## config.mk

```make
export PLATFORM = sky130hd
export DESIGN_NAME = r3_mul_ctrl
export DESIGN_NICKNAME = d
export VERILOG_FILES = /design/src/rtl/r3_mul_ctrl.sv
export SDC_FILE = /design/constraint.sdc
export NUM_CORES = 1
export LEC_CHECK = 0
export ABC_AREA = 1
export BUFFER_PORTS_ARGS = -buffer_cell sky130_fd_sc_hd__buf_2
export CAP_MARGIN = 20
export CORE_MARGIN = 1.5
export CORE_UTILIZATION = 45
export CTS_CLUSTER_DIAMETER = 120
export DETAILED_ROUTE_END_ITERATION = 10
export PLACE_DENSITY = 0.65
export SLEW_MARGIN = 20
export SYNTH_ARGS = -nofsm -noshare
export SYNTH_HDL_FRONTEND = slang
export SYNTH_SLANG_ARGS = --single-unit
export TNS_END_PERCENT = 5
```

## constraint.sdc

```tcl
create_clock -name clk -period 5.25 [get_ports clk]
set_clock_uncertainty 0.05 [all_clocks]
set_input_delay 0.525 -clock clk [delete_from_list [all_inputs] [get_ports clk]]
set_output_delay 0.525 -clock clk [all_outputs]
set_load 0.05 [all_outputs]
```

## src/rtl/r3_mul_ctrl.sv

```systemverilog
// Host-side sequencer for the R3 multiplier: packs two coefficient streams into BRAM words,
// starts the multiplier, unpacks the result words to a coefficient stream, then clears it.
module r3_mul_ctrl #(
  parameter int P      = 761,
  parameter int NW     = 24,
  parameter int RD_LAT = 1
) (
  input  logic        clk,
  input  logic        rst,
  input  logic        s_valid,
  output logic        s_ready,
  input  logic [1:0]  s_coef_f,
  input  logic [1:0]  s_coef_g,
  output logic        mul_wr_en_0,
  output logic [4:0]  mul_wr_addr_0,
  output logic [63:0] mul_wr_din_0,
  output logic        mul_wr_en_1,
  output logic [4:0]  mul_wr_addr_1,
  output logic [63:0] mul_wr_din_1,
  output logic        mul_in_ready,
  input  logic        mul_valid,
  output logic        mul_rst,
  output logic [5:0]  mul_do_addr,
  input  logic [63:0] mul_do,
  output logic        m_valid,
  input  logic        m_ready,
  output logic [1:0]  m_coef,
  output logic        m_last,
  output logic        busy,
  output logic [2:0]  dbg_state
);

  // Handshakes: a beat moves on s_valid&s_ready (input) or m_valid&m_ready (output);
  // valid never waits on ready, and a stalled output holds m_coef/m_last unchanged.

  localparam logic [9:0] K_LAST     = 10'(P - 1);
  localparam logic [9:0] K_END      = 10'(P);
  localparam logic [4:0] W_LAST     = 5'(NW - 1);
  localparam logic [4:0] N_FULL     = 5'd31;
  localparam logic [4:0] N_TAIL     = 5'(P - 32 * (NW - 1) - 1);
  localparam logic [3:0] FETCH_LAST = 4'(RD_LAT - 1);

  typedef enum logic [2:0] {
    S_IDLE  = 3'd0,
    S_LOAD  = 3'd1,
    S_START = 3'd2,
    S_WAIT  = 3'd3,
    S_FETCH = 3'd4,
    S_DRAIN = 3'd5,
    S_CLEAR = 3'd6
  } state_t;

  state_t      state, state_n;
  logic [9:0]  k;
  logic [63:0] pack_f, pack_g, pack_f_nx, pack_g_nx;
  logic        wr_en_q;
  logic [4:0]  wr_addr_q;
  logic [63:0] wr_din_f_q, wr_din_g_q;
  logic [4:0]  w, n;
  logic [3:0]  fcnt;
  logic [63:0] out_word;

  logic       beat, take, word_end, word_last;
  logic [4:0] n_last;

  assign s_ready   = (state == S_LOAD) && (k != K_END) && !rst;
  assign beat      = s_valid && s_ready;
  assign word_end  = (k[4:0] == 5'd31) || (k == K_LAST);
  assign word_last = (w == W_LAST);
  assign n_last    = word_last ? N_TAIL : N_FULL;
  assign m_valid   = (state == S_DRAIN) && !rst;
  assign take      = m_valid && m_ready;

  always_comb begin
    pack_f_nx = pack_f;
    pack_g_nx = pack_g;
    pack_f_nx[{k[4:0], 1'b0} +: 2] = s_coef_f;
    pack_g_nx[{k[4:0], 1'b0} +: 2] = s_coef_g;
  end

  always_comb begin
    state_n = state;
    case (state)
      S_IDLE:  state_n = S_LOAD;
      S_LOAD:  if (wr_en_q && wr_addr_q == W_LAST) state_n = S_START;
      S_START: state_n = S_WAIT;
      S_WAIT:  if (mul_valid) state_n = S_FETCH;
      S_FETCH: if (fcnt == FETCH_LAST) state_n = S_DRAIN;
      S_DRAIN: if (take && n == n_last) state_n = word_last ? S_CLEAR : S_FETCH;
      S_CLEAR: state_n = S_IDLE;
      default: state_n = S_IDLE;
    endcase
  end

  always_ff @(posedge clk) begin
    if (rst) begin
      state      <= S_IDLE;
      k          <= '0;
      pack_f     <= '0;
      pack_g     <= '0;
      wr_en_q    <= 1'b0;
      wr_addr_q  <= '0;
      wr_din_f_q <= '0;
      wr_din_g_q <= '0;
      w          <= '0;
      n          <= '0;
      fcnt       <= '0;
      out_word   <= '0;
    end else begin
      state   <= state_n;
      wr_en_q <= 1'b0;
      case (state)
        S_IDLE: begin
          k    <= '0;
          w    <= '0;
          n    <= '0;
          fcnt <= '0;
        end
        S_LOAD: begin
          if (beat) begin
            k <= k + 10'd1;
            if (word_end) begin
              // Word completes: hand it to the write port and start the next word empty.
              wr_en_q    <= 1'b1;
              wr_addr_q  <= k[9:5];
              wr_din_f_q <= pack_f_nx;
              wr_din_g_q <= pack_g_nx;
              pack_f     <= '0;
              pack_g     <= '0;
            end else begin
              pack_f <= pack_f_nx;
              pack_g <= pack_g_nx;
            end
          end
        end
        S_FETCH: begin
          if (fcnt == FETCH_LAST) begin
            fcnt     <= '0;
            out_word <= mul_do;
            n        <= '0;
          end else begin
            fcnt <= fcnt + 4'd1;
          end
        end
        S_DRAIN: begin
          if (take) begin
            out_word <= {2'b00, out_word[63:2]};
            if (n == n_last) begin
              n <= '0;
              w <= w + 5'd1;
            end else begin
              n <= n + 5'd1;
            end
          end
        end
        S_CLEAR: begin
          k <= '0;
          w <= '0;
        end
        default: ;
      endcase
    end
  end

  // While draining, the read address already points at the next word so it is
  // valid by the time FETCH latches it.
  assign mul_do_addr   = {1'b0, (state == S_DRAIN) ? w + 5'd1 : w};
  assign mul_wr_en_0   = wr_en_q && !rst;
  assign mul_wr_en_1   = wr_en_q && !rst;
  assign mul_wr_addr_0 = wr_addr_q;
  assign mul_wr_addr_1 = wr_addr_q;
  assign mul_wr_din_0  = wr_din_f_q;
  assign mul_wr_din_1  = wr_din_g_q;
  assign mul_in_ready  = (state == S_START) && !rst;
  assign mul_rst       = rst || (state == S_CLEAR);
  assign m_coef        = m_valid ? out_word[1:0] : 2'b00;
  assign m_last        = m_valid && word_last && (n == N_TAIL);
  assign busy          = (state != S_IDLE) && !rst;
  assign dbg_state     = state;

endmodule
```

==> impl_metrics.csv <==
group,metric,value,unit
outcome,outcome,"complete, no violations",
floorplanning,dieHeight,193,um
global_route,grt_pass1_vias,14100,
drt,drtIter0Drc,1453,
floorplanning,die_area,37300,sq um
floorplanning,rows,69,
min_path,worstHoldEndpoint,"out_word[53]$_SDFFE_PP0P_",
synthesis,synthXorXnorAreaFrac,0.478,%
min_path,holdCritStartpoint,"mul_do[53]",
final_layout,nNetsFinal,2638,
setup_path,crit_path_max_fanout,79,
setup_path,rr_endpoint,"pack_f[52]$_SDFFE_PP0P_",
power,power.leakage,8.21,nW
final_layout,area_growth_syn_to_layout,15.4,%
synthesis,synth_nets,2501,
sta,finalSetupTns,0,ns
drt,vias,15900,
clocking,cts.repair.resized,0,
sta,finalSetupViolCount,0,
clocking,postCtsHoldBufs,0,
drt,routed_wl,46.2,mm
setup_path,crit_required,5.66,ns
floorplanning,start_util,45.7,%
setup_path,path_class,"reg2reg",
global_route,gr-total-overflow,0,
flow_run,cap_violations,0,
drt,antenna_left,0,
sta,min_period_over_period,75.8,%
synthesis,muxShareOfSynthArea,0,%
synthesis,syn-cell-area,16200,sq um
sta,rsz0062_at_grt,"no",
placed_design,place.gp.congestion,0.838,
clocking,cts.sink_count,353,
setup_path,cp-start-kind,"flop",
synthesis,synthAdderAreaFrac,0.924,%
sta,slew_headroom,28.8,%
floorplanning,coreArea,35600,sq um
power,vdd_drop_max,285,uV
power,p_per_area,371,nW/um^2
global_route,grtUsageTotal,24.1,%
clocking,clkLatencyLatePin,0.53,ns
placed_design,place_area,17400,sq um
synthesis,ys_top_cells_by_area,"dfxtp_1, nand2_1, a21oi_1",
synthesis,yosysWarnings,0,
final_layout,final_cell_area,18700,sq um
synthesis,ys_seq_area_share,43.5,%
synthesis,synth-seq-cells,353,
final_layout,layout-drive-gt1-share,13.3,%
clocking,cts-root-buf,"clkbuf_16",
floorplanning,die_x,193,um
global_route,antenna_found_initial,2,
synthesis,syn-instance-count,2416,
setup_path,cp_slowest_cell,"nor2_4",
min_path,holdCritPathClass,"in2reg",
setup_path,ff2ff_path_depth,10,
synthesis,yosysTopAreaCell,"dfxtp_1",
clocking,cts_tree,"built",
drt,dr.pass1.iters,6,
global_route,grt_max_degree,122,
synthesis,synth_cell_types,38,
sta,max_freq,0.251,GHz
synthesis,synthFlopType,"dfxtp_1",
setup_path,path_cells,"inv_1, ha_1, inv_1, nor2_1, nand3_1, nand3_4, nor2_4, buf_4, nand3_1, a21oi_1",
synthesis,syn_area_per_cell,6.72,sq um
clocking,clk_pin_slew_worst_paths,0.06,ns
synthesis,synth_top_family_by_area,"simple AND/OR/NAND/NOR gates",
setup_path,r2r_start,"k[1]$_SDFFE_PP0P_",
setup_path,crit_arrival,4.39,ns
sta,fin_crit,3.98,ns
setup_path,endpoint_kind,"flop",
placed_design,dpl.hpwl,30.6,mm
drt,drcViolationCount,0,
clocking,clock_tree.htree_level_count,2,
synthesis,synth_compound_area_share,16.6,%
synthesis,synth_simple_gate_area_share,28.5,%
floorplanning,io_pins,230,
setup_path,cpPeakStageDelay,1.09,ns
sta,slew_violations,0,
sta,hold_viol,0,
drt,wl_per_cell,15.2,um
synthesis,synth_enable_flop_cells,0,
sta,tightest_slew,1.07,ns
synthesis,netlist.area_leader.share,43.5,%
drt,via_per_inst,5.21,
placed_design,numPortBuffers,228,
clocking,post_cts_buffers,0,
clocking,clock_path_buffers,3,
final_layout,fin_cells,3046,
setup_path,regToRegSetupSlack,1.27,ns
global_route,grt_pass1_wl,72.4,mm
synthesis,async_flop_share,0,%
placed_design,dp.cells,2973,
min_path,hold_depth,3,
clocking,cts-buffers-inserted,39,
## synthesized netlist by cell type (all sizes together) (12+ instances only)
| cell type | number |
|---|---|
| a21oi | 255 |
| a31oi | 31 |
| buf | 77 |
| clkbuf | 67 |
| dfxtp | 353 |
| ha | 12 |
| inv | 236 |
| nand2 | 648 |
| nand3 | 201 |
| nand4 | 13 |
| nor2 | 258 |
| o21ai | 233 |
## registers in the layout (all words and copies together), names as in the netlist, 3 cells and up
register,count
mul_wr_din_0,64
mul_wr_din_1,64
out_word,64
pack_f,64
pack_g,64
k,10
mul_wr_addr_0,5
n,5
w,5
fcnt,4
dbg_state,3
## metrics by stage
stage | hold WS (ns) | setup WS, ns | util [%] | power [W]
floorplan | 0.375 | 1.40 | - | 0.00389
global placement | 0.384 | 1.25 | 48.9 | 0.00412
detailed placement | 0.389 | 1.19 | 48.9 | 0.00415
CTS | 0.195 | 1.26 | 52.7 | 0.00701
global route | 0.214 | 0.916 | 52.7 | 0.00730
finish | 0.218 | 1.27 | 52.7 | 0.00696
## worst max path at each step
stage	start	end	slack (ns)	cells after the start
finish	k[1]$_SDFFE_PP0P_	pack_f[52]$_SDFFE_PP0P_	1.27	10
global route	k[1]$_SDFFE_PP0P_	pack_f[39]$_SDFFE_PP0P_	0.92	10
global placement	rst	pack_f[40]$_SDFFE_PP0P_	1.25	7
detailed placement	rst	pack_f[38]$_SDFFE_PP0P_	1.19	7
floorplan	dbg_state[2]$_SDFFE_PP0P_	m_last	1.40	7
CTS	k[1]$_SDFFE_PP0P_	pack_f[38]$_SDFFE_PP0P_	1.26	10
## final cells by class
type,instances,area [sq um]
fillers,3610,16800
multi-input cells,1680,7600
flip-flops and latches,353,7070
repair buffers,240,1250
clock buffers,54,1160
inverters,239,898
well taps,461,577
clock inverters,17,190
diodes,2,5.00
## cell usage in the layout, fill, tap and decap left out, drive strengths merged
cell / netlist / layout
nand2: 648 / 648
diode: 0 / 2
conb: 1 / 1
bufinv: 0 / 4
ha: 12 / 12
o211ai: 2 / 2
o21ai: 233 / 233
xor2: 3 / 3
a21oi: 255 / 255
clkinvlp: 0 / 2
a31oi: 31 / 31
nor3b: 1 / 1
a22oi: 1 / 1
xnor2: 5 / 5
or2: 2 / 2
clkbuf: 67 / 54
and2: 1 / 1
o21bai: 1 / 1
nor3: 10 / 10
buf: 77 / 240
nor2: 258 / 258
inv: 236 / 235
o31ai: 1 / 1
nand3: 201 / 201
a211oi: 1 / 1
clkinv: 3 / 15
dfxtp: 353 / 353
nand4: 13 / 13
## critical path: cells and delay by family (launching register included)
family | cells | cell delay (ns)
AND/OR/NAND/NOR | 5 | 2.16
buffers and inverters | 3 | 0.85
flip-flops | 1 | 0.45
adder cells (fa/ha/maj) | 1 | 0.22
AO/OA/AOI/OAI | 1 | 0.15
## power by group
group          switching, W  internal [W]  leakage, nW  total (W)
clock               0.00111       0.00175        0.675    0.00286
sequential        0.0000930       0.00288         2.85    0.00298
combinational      0.000845      0.000279         4.69    0.00112
## cell families (layout without fill, tap and decap cells)
family / after synthesis / after routing
buf+inv: 383 / 550
compound gates: 525 / 525
other cells: 1 / 3
xor+xnor: 8 / 8
flops: 353 / 353
simple gates: 1134 / 1134
fa+ha+maj: 12 / 12
## layer usage
| layer | up-vias | global-route usage (%) | wire length (um) |
|---|---|---|---|
| met4 | 0 | 6.92 | 1130 |
| met3 | 77 | 4.69 | 3200 |
| met5 | - | 0 | 0 |
| li1 | 8038 | - | - |
| met2 | 479 | 39.0 | 20900 |
| met1 | 7284 | 32.7 | 20900 |
Power figures use the tool's default switching activity.
